[src/rtl/game_tick_gen_pkg.sv]
// Shared types and constants for the game tick generator: FSM encoding,
// default 640x480 raster limits and the reload arithmetic width.
package game_tick_gen_pkg;

    typedef enum logic [1:0] {
        StIdle   = 2'b00,
        StRun    = 2'b01,
        StPaused = 2'b10
    } tick_state_e;

    localparam int unsigned DefHLast = 639;
    localparam int unsigned DefVLast = 479;

    // One guard bit above the wider operand keeps the saturating subtract exact.
    function automatic int unsigned calc_width(input int unsigned div_w,
                                               input int unsigned score_w);
        return ((div_w > score_w) ? div_w : score_w) + 1;
    endfunction

endpackage

[src/rtl/game_tick_gen_frame_edge_det.sv]
// Frame-end detector: flags the last active pixel and emits one registered
// pulse on the first cycle of each match, however long the match is held.
module game_tick_gen_frame_edge_det
    import game_tick_gen_pkg::*;
#(
    parameter int unsigned X_W    = 10,
    parameter int unsigned Y_W    = 10,
    parameter int unsigned H_LAST = DefHLast,
    parameter int unsigned V_LAST = DefVLast
) (
    input  logic           clk_i,
    input  logic           rst_ni,
    input  logic [X_W-1:0] pix_x_i,
    input  logic [Y_W-1:0] pix_y_i,
    output logic           frame_end_o
);

    logic match;
    logic match_q;
    logic frame_end_q;

    assign match = (pix_x_i == X_W'(H_LAST)) && (pix_y_i == Y_W'(V_LAST));

    always_ff @(posedge clk_i or negedge rst_ni) begin
        if (!rst_ni) begin
            match_q     <= 1'b0;
            frame_end_q <= 1'b0;
        end else begin
            match_q     <= match;
            frame_end_q <= match & ~match_q;
        end
    end

    assign frame_end_o = frame_end_q;

endmodule

[src/rtl/game_tick_gen.sv]
// Game update timebase: divides the VGA frame rate by a score-dependent divider,
// with run/pause control. Optional single-step while paused: TICK_SINGLE_STEP_EN.
module game_tick_gen
    import game_tick_gen_pkg::*;
#(
    parameter int unsigned X_W           = 10,
    parameter int unsigned Y_W           = 10,
    parameter int unsigned H_LAST        = DefHLast,
    parameter int unsigned V_LAST        = DefVLast,
    parameter int unsigned DIV_W         = 6,
    parameter int unsigned DIV_INIT      = 15,
    parameter int unsigned DIV_MIN       = 3,
    parameter int unsigned SCORE_W       = 8,
    parameter int unsigned SPEEDUP_SHIFT = 2,
    parameter int unsigned CNT_W         = 16
) (
    input  logic               vga_clk,
    input  logic               sys_reset_n,
    input  logic [X_W-1:0]     pix_x_i,
    input  logic [Y_W-1:0]     pix_y_i,
    input  logic               enable_i,
    input  logic               pause_i,
    input  logic               step_i,
    input  logic [SCORE_W-1:0] score_i,
    output logic               tick_o,
    output logic               upd_clk_o,
    output logic               frame_end_o,
    output logic [DIV_W-1:0]   cur_div_o,
    output logic [CNT_W-1:0]   tick_count_o,
    output logic [1:0]         state_o
);

    localparam int unsigned CalcW = calc_width(DIV_W, SCORE_W);
    localparam logic [DIV_W-1:0] DivInit = DIV_W'(DIV_INIT);

    tick_state_e      state_q, state_d;
    logic [DIV_W-1:0] fcnt_q, fcnt_d;
    logic [DIV_W-1:0] cur_div_q, cur_div_d;
    logic [CNT_W-1:0] tick_count_q, tick_count_d;
    logic             upd_clk_q, upd_clk_d;
    logic             tick;
    logic             frame_end;
    logic             div_due;
    logic             step_fire;

    logic [CalcW-1:0] score_steps;
    logic [CalcW-1:0] init_ext;
    logic [CalcW-1:0] floor_ext;
    logic [CalcW-1:0] target_ext;
    logic [DIV_W-1:0] div_target;

    game_tick_gen_frame_edge_det #(
        .X_W    (X_W),
        .Y_W    (Y_W),
        .H_LAST (H_LAST),
        .V_LAST (V_LAST)
    ) u_frame_edge_det (
        .clk_i       (vga_clk),
        .rst_ni      (sys_reset_n),
        .pix_x_i     (pix_x_i),
        .pix_y_i     (pix_y_i),
        .frame_end_o (frame_end)
    );

    // Saturating reload: DIV_INIT - (score >> SPEEDUP_SHIFT), floored at DIV_MIN.
    always_comb begin
        score_steps = CalcW'(score_i) >> SPEEDUP_SHIFT;
        init_ext    = CalcW'(DIV_INIT);
        floor_ext   = CalcW'(DIV_MIN);
        if (score_steps >= (init_ext - floor_ext)) begin
            target_ext = floor_ext;
        end else begin
            target_ext = init_ext - score_steps;
        end
        div_target = DIV_W'(target_ext);
    end

    assign div_due = (fcnt_q == (cur_div_q - DIV_W'(1)));

`ifdef TICK_SINGLE_STEP_EN
    logic [1:0] step_sync_q;
    logic       step_prev_q;
    logic       step_req_q, step_req_d;
    logic       step_rise;
    logic       paused_hold;

    assign paused_hold = (state_q == StPaused) && enable_i && pause_i;
    assign step_rise   = step_sync_q[1] & ~step_prev_q;
    assign step_fire   = paused_hold && step_req_q && frame_end;

    // Request survives only while staying paused; extra edges while armed are absorbed.
    always_comb begin
        step_req_d = 1'b0;
        if (paused_hold) begin
            step_req_d = step_fire ? 1'b0 : (step_req_q | step_rise);
        end
    end

    always_ff @(posedge vga_clk or negedge sys_reset_n) begin
        if (!sys_reset_n) begin
            step_sync_q <= 2'b00;
            step_prev_q <= 1'b0;
            step_req_q  <= 1'b0;
        end else begin
            step_sync_q <= {step_sync_q[0], step_i};
            step_prev_q <= step_sync_q[1];
            step_req_q  <= step_req_d;
        end
    end
`else
    logic unused_step;

    assign unused_step = step_i;
    assign step_fire   = 1'b0;
`endif

    always_comb begin
        state_d      = state_q;
        fcnt_d       = fcnt_q;
        cur_div_d    = cur_div_q;
        tick_count_d = tick_count_q;
        upd_clk_d    = upd_clk_q;
        tick         = 1'b0;

        unique case (state_q)
            StIdle: begin
                fcnt_d       = '0;
                tick_count_d = '0;
                upd_clk_d    = 1'b0;
                cur_div_d    = DivInit;
                if (enable_i) begin
                    state_d   = StRun;
                    cur_div_d = div_target;
                end
            end
            StRun: begin
                if (!enable_i) begin
                    state_d      = StIdle;
                    fcnt_d       = '0;
                    tick_count_d = '0;
                    upd_clk_d    = 1'b0;
                    cur_div_d    = DivInit;
                end else if (pause_i) begin
                    state_d = StPaused;
                end else if (frame_end) begin
                    if (div_due) begin
                        tick         = 1'b1;
                        fcnt_d       = '0;
                        tick_count_d = tick_count_q + CNT_W'(1);
                        cur_div_d    = div_target;
                        upd_clk_d    = 1'b1;
                    end else begin
                        fcnt_d    = fcnt_q + DIV_W'(1);
                        upd_clk_d = 1'b0;
                    end
                end
            end
            StPaused: begin
                if (!enable_i) begin
                    state_d      = StIdle;
                    fcnt_d       = '0;
                    tick_count_d = '0;
                    upd_clk_d    = 1'b0;
                    cur_div_d    = DivInit;
                end else if (!pause_i) begin
                    state_d = StRun;
                end else if (step_fire) begin
                    tick         = 1'b1;
                    fcnt_d       = '0;
                    tick_count_d = tick_count_q + CNT_W'(1);
                end
            end
            default: begin
                state_d = StIdle;
            end
        endcase
    end

    always_ff @(posedge vga_clk or negedge sys_reset_n) begin
        if (!sys_reset_n) begin
            state_q      <= StIdle;
            fcnt_q       <= '0;
            cur_div_q    <= DivInit;
            tick_count_q <= '0;
            upd_clk_q    <= 1'b0;
        end else begin
            state_q      <= state_d;
            fcnt_q       <= fcnt_d;
            cur_div_q    <= cur_div_d;
            tick_count_q <= tick_count_d;
            upd_clk_q    <= upd_clk_d;
        end
    end

    assign tick_o       = tick;
    assign upd_clk_o    = upd_clk_q;
    assign frame_end_o  = frame_end;
    assign cur_div_o    = cur_div_q;
    assign tick_count_o = tick_count_q;
    assign state_o      = state_q;

endmodule
[config.mk]
export PLATFORM = sky130hd
export DESIGN_NAME = game_tick_gen
export DESIGN_NICKNAME = d
export VERILOG_FILES = /design/src/rtl/game_tick_gen_pkg.sv /design/src/rtl/game_tick_gen_frame_edge_det.sv /design/src/rtl/game_tick_gen.sv
export SDC_FILE = /design/constraint.sdc
export NUM_CORES = 1
export LEC_CHECK = 0
export ABC_CLOCK_PERIOD_IN_PS = 3950
export CAP_MARGIN = 20
export CORE_MARGIN = 2
export CORE_UTILIZATION = 46
export CTS_CLUSTER_SIZE = 40
export DETAILED_ROUTE_END_ITERATION = 6
export HOLD_SLACK_MARGIN = 0.12
export PLACE_DENSITY_LB_ADDON = 0.05
export RECOVER_POWER = 100
export SYNTH_ARGS = -nofsm -noshare
export SYNTH_HDL_FRONTEND = slang
export SYNTH_SLANG_ARGS = --single-unit
[constraint.sdc]
create_clock -name vga_clk -period 3.95 [get_ports vga_clk]
set_clock_uncertainty 0.1 [all_clocks]
set_input_delay 0.395 -clock vga_clk [delete_from_list [all_inputs] [get_ports vga_clk]]
set_output_delay 0.395 -clock vga_clk [all_outputs]
set_load 0.01 [all_outputs]
==> After elaboration in Yosys (flattened, before gate mapping) <==
Cells that the tools add are included.
{ "word_totals": {"ff_bits": 33, "in_bits": 33, "word_cells": 68} }
{ "op_classes": {"addsub": 4, "n_lt_le_gt_ge": 1, "n_eq_ne": 12, "muxes": 36, "n_bitwise": 2, "reduce_logical": 6} }
{ "ops": {"columns": ["operator", "n"], "rows": [
  ["16-bit 2-to-1 mux", 5],
  ["6-bit 2-to-1 mux", 12],
  ["16-bit case mux with 3 select lines", 1],
  ["6-bit case mux with 3 select lines", 2],
  ["16-bit by 1-bit adder with 16-bit output, second input constant", 1],
  ["3-bit inequality test, second input constant", 4],
  ["10-bit equality test, second input constant", 1],
  ["10-bit by 9-bit equality test with 1-bit output, second input constant", 1],
  ["2-bit 2-to-1 mux", 5],
  ["1-bit 2-to-1 mux", 9],
  ["6-bit by 1-bit adder with 6-bit output, second input constant", 1],
  ["6-bit equality test", 1],
  ["6-bit by 4-bit greater-or-equal comparator with 1-bit output, second input constant", 1],
  ["2-bit case mux with 3 select lines", 1],
  ["4-bit by 6-bit subtractor with 6-bit output, first input constant", 1],
  ["6-bit by 1-bit subtractor with 6-bit output, second input constant", 1],
  ["5-bit AND reduction", 1],
  ["2-bit inequality test, second input constant", 2],
  ["4-bit AND reduction", 1],
  ["3-bit by 2-bit inequality test with 1-bit output, second input constant", 1],
  ["1-bit case mux with 3 select lines", 1],
  ["3-bit AND reduction", 1],
  ["3-bit nonzero test", 1],
  ["2-bit by 1-bit equality test with 1-bit output, second input constant", 1],
  ["5 further kinds", 5]
]} }

==> Logic depth before layout (Yosys ltp) <==
{ "logic_depth": {"word_depth": 7, "mapped_depth": 9, "depth_no_buf": 8} }

==> Hierarchy <==
From an unflattened synthesis, not the netlist that was laid out.
{ "unflattened": {"cells_unflattened": 212, "area_unflattened_um2": 1876.8} }
{ "by_module_without_submodules": {"columns": ["mod", "instances", "cells_per_inst", "area_each_um2", "seq_area_each_um2"], "rows": [
  ["game_tick_gen", 1, 200, 1759.2, 780.7],
  ["game_tick_gen_frame_edge_det", 1, 12, 117.6, 50.0]
]} }

==> Worst setup path before layout <==
OpenSTA, ideal clock, no wires.
{ "synth_path": {"path_type": "reg-to-reg", "start": "register cur_div_q[0] (netlist: cur_div_o[0])", "end": "register tick_count_q[11] (netlist: tick_count_o[11])", "setup_time_ps": 78, "arrival_ps": 2649, "required_ps": 3772, "path_slack_ps": 1123, "stages_incl_launch_ff": 10, "path_cell_list": "dfstp_2 -> inv_1 -> ha_1 -> nor2b_1 -> or3_1 -> a31o_1 -> or4_1 -> buf_2 -> or3_1 -> a21oi_1"} }
{ "synth_between": {"elab_chain_len": 4} }
{ "synth_lines": {"columns": ["element", "line", "rtl"], "rows": [
  ["start: declaration", "game_tick_gen.sv:38", "logic [DIV_W-1:0] cur_div_q, cur_div_d;"],
  ["start signal: assignment", "game_tick_gen.sv:183", "cur_div_q <= DivInit;"],
  ["start signal: assignment", "game_tick_gen.sv:189", "cur_div_q <= cur_div_d;"],
  ["6-bit by 1-bit subtractor with 6-bit output", "game_tick_gen.sv:78", "assign div_due = (fcnt_q == (cur_div_q - DIV_W'(1)));"],
  ["6-bit equality test", "game_tick_gen.sv:78", null],
  ["3-bit inequality test (no line)", null, null],
  ["5-bit AND reduction (no line)", null, null],
  ["end signal: assignment", "game_tick_gen.sv:190", "tick_count_q <= tick_count_d;"],
  ["end: declaration", "game_tick_gen.sv:39", "logic [CNT_W-1:0] tick_count_q, tick_count_d;"]
]} }
Every way passes these cells.
A chain may end at the register's enable or synchronous reset.

==> Worst setup path after layout <==
{ "layout_path": {"start": "register cur_div_q[0] (netlist: cur_div_o[0])", "end": "output tick_o"} }
{ "layout_between": {"elab_chain_len": 7} }
{ "layout_lines": {"columns": ["element", "line", "rtl"], "rows": [
  ["6-bit by 1-bit subtractor with 6-bit output", "game_tick_gen.sv:78", null],
  ["6-bit equality test", "game_tick_gen.sv:78", null],
  ["1-bit 2-to-1 mux", "game_tick_gen.sv:146", "if (div_due) begin"],
  ["1-bit 2-to-1 mux", "game_tick_gen.sv:145", "end else if (frame_end) begin"],
  ["1-bit 2-to-1 mux", "game_tick_gen.sv:143", "end else if (pause_i) begin"],
  ["1-bit 2-to-1 mux", "game_tick_gen.sv:137", "if (!enable_i) begin"],
  ["1-bit 2-to-1 mux", null, null],
  ["end: declaration", "game_tick_gen.sv:25", "output logic tick_o,"]
]} }
Every way passes these cells.

==> results.ini <==
[detailed_routing]
vias_per_cell=5.58
drtPass1Iterations=4
wl_per_cell_um=14.1
vias=1820
wirelength_mm=4.61
ant_nets=0
detail_route.iter0.violations=79
drcViolationCount=0

[worst_setup_path]
timing.rr.end=cur_div_o[3]$_DFFE_PN1P_
cp_cell_sequence=inv_1, ha_1, nor2b_1, or3_1, a31o_1, nor2_1, buf_4, nand2_1, inv_1, dlygate4sd3_1
end_kind=output pin
crit_family=buffers and inverters
worstPathArrival_ns=3.07
ff2ff_path_depth=8
path_buf_inv=4
cp_data_required_time_ns=3.45
critPathKind=reg -> out
regToRegSetupSlack_ns=0.83
cp.depth=10
crit_path_frequent_cell=inv_1
cpPeakStageDelay_ns=0.60
crit_end=tick_o
worstSetupStartpoint=cur_div_o[0]$_DFFE_PN1P_
cp_slowest_cell=dfstp_1
critPathLaunchType=flip-flop
path_max_fanout=6
reg2reg_from=cur_div_o[0]$_DFFE_PN1P_

[floorplanning]
die_h_um=68.6
num_io_pins=60
core_um2=4000
die_area_um2=4710
die_width_um=68.6
start_util=0.480
num_rows=23

[clocking]
clock_tree.root_cell=clkbuf_8
h-tree-depth=2
tritoncts=yes
cts_hold_buf=0
cts_buffers=5
post_cts_resized=0
post_cts_buffers=0
cts.sinks=33
ctsLongestPathBuffers=2
insertion_delay_ns=0.29
path_clk_slew_ns=0.07

[pwr]
peakVddDrop_v=0.000203
power_leakage_nw=1.16
powerDensity_nw_per_um2=285

[synthesis]
syn-num-nets=253
netlist_instances=215
synth.most_common_cell=dfrtp_1
ys_types=42
synth.avg_cell_area_um2=8.93
ys_seq_area_frac=0.433
async_reset_ff_frac=1.00
synth.top_cells.by_area=dfrtp_1, dfstp_2, o21ai_0
yosys_warnings=0
synth_ff_type=dfrtp_1
synth_top_area_frac=0.378
synth_seq_cells=33
syn-cell-area_um2=1920
synth_top_area_cell=dfrtp_1
synth_edf_count=0
netlist_top_cells_count=dfrtp_1, nand2_1, o21ai_0

[global_route]
grt_pass1_wl_mm=7.70
antenna_found_initial=0
track_usage=0.221
grt_max_degree=34
grt_pass1_vias=1666
overflow=0

[status]
violations=max-capacitance violations, max-slew violations
status=finished with violations

[timing]
max_slew.worst_pin.slew_ns=1.77
setup_viol=0
maxSlewHeadroom=-0.179
whs_ns=0.317
finalHoldViolCount=0
period_share=0.902
fmax_mhz=281
drv_slew=34
rsz0062_at_grt=false
min_period_ns=3.56
fin_setup_tns_ns=0
worst_slack_ns=0.387

[place]
globalplace.congestion=0.850
post-dp-hpwl_mm=3.46
placed_area_um2=2520
port_buffers=56
place_ws_ns=0.835

[job]
drv_cap=1

[layout]
nFillCells=353
fin_nets=313
utilization=0.653
diodes=0
drive_gt1_frac=0.0725
area_growth_syn_to_layout_pct=36.0
final_area_um2=2610

[min_path]
min_path_type=reg -> reg

flip-flops by register name (all words and copies together), names as in the netlist:
signal and flops:
state_o 2, fcnt_q 6, upd_clk_o 1, u_frame_edge_det.frame_end_o 1
u_frame_edge_det.match_q 1, tick_count_o 16, cur_div_o 6
placed cells by master, fill, tap and decap left out, types with 4 or more instances in the layout:
cell / count
dfrtp_1: 29
dlygate4sd3_1: 29
clkdlybuf4s50_1: 27
nand2_1: 26
o21ai_0: 21
a21oi_1: 13
nor2_1: 12
nand3_1: 11
inv_1: 9
or3_1: 9
clkbuf_8: 7
nand4_1: 6
xnor2_1: 6
o31ai_1: 6
ha_1: 5
nand4b_1: 4
a31oi_1: 4
and3_1: 4
or4_1: 4
worst min path at each step:
stage / start / to / slack, ns / depth (start not counted)
after floorplan: sys_reset_n / cur_div_o[4]$_DFFE_PN0P_ / -0.0006 / 0
final: u_frame_edge_det.match_q$_DFF_PN0_ / u_frame_edge_det.frame_end_o$_DFF_PN0_ / 0.32 / 1
after CTS: u_frame_edge_det.match_q$_DFF_PN0_ / u_frame_edge_det.frame_end_o$_DFF_PN0_ / 0.32 / 1
after global routing: u_frame_edge_det.match_q$_DFF_PN0_ / u_frame_edge_det.frame_end_o$_DFF_PN0_ / 0.33 / 1
after global placement: u_frame_edge_det.match_q$_DFF_PN0_ / u_frame_edge_det.frame_end_o$_DFF_PN0_ / 0.31 / 1
after detailed placement: u_frame_edge_det.match_q$_DFF_PN0_ / u_frame_edge_det.frame_end_o$_DFF_PN0_ / 0.30 / 1
layer usage:
metal,wire length (um),up-vias,GRT usage
met1,2250,849,0.321
li1,-,904,-
met2,2020,62,0.328
met4,38,0,0.0525
met3,300,5,0.0584
met5,0,-,0
worst register-to-register path, cell delays in order (launching register included):
cell      delay, ns
dfstp_1        0.60
inv_1          0.08
ha_1           0.24
and3b_2        0.22
o21ai_0        0.20
a31oi_1        0.18
a31oi_1        0.60
clkbuf_1       0.44
mux2_2         0.39
through the flow:
step | cells | power (mW)
final | 326 | 0.744
after global routing | 326 | 0.773
after CTS | 326 | 0.754
after detailed placement | 318 | 0.467
after global placement | 318 | 0.466
after floorplan | 215 | 0.407
power by group:
| part | total, mW | switching (mW) | leakage [nW] | internal, mW |
|---|---|---|---|---|
| Sequential | 0.357 | 0.0111 | 0.443 | 0.346 |
| Clock | 0.287 | 0.130 | 0.0542 | 0.158 |
| Combinational | 0.0994 | 0.0470 | 0.659 | 0.0524 |
final cells by class:
cell class	instances	area (um2)	area share
Tap cell	50	62.6	0.0240
Clock inverter	1	5.00	0.00192
Multi-Input combinational cell	167	1010	0.386
Sequential cell	33	831	0.318
Timing Repair Buffer	59	576	0.220
Inverter	9	33.8	0.0129
Clock buffer	7	96.3	0.0369
kinds of logic (layout without fill, tap and decap cells):
family,after synthesis,in the layout,share of synthesized area
AO/OA/AOI/OAI,57,57,0.179
XOR/XNOR,9,9,0.0411
adder cells (fa/ha/maj),5,5,0.0326
buffers and inverters,15,76,0.0424
flip-flops,33,33,0.433
multiplexers,2,2,0.0117
AND/OR/NAND/NOR,94,94,0.261
Power figures use the tool's default switching activity.
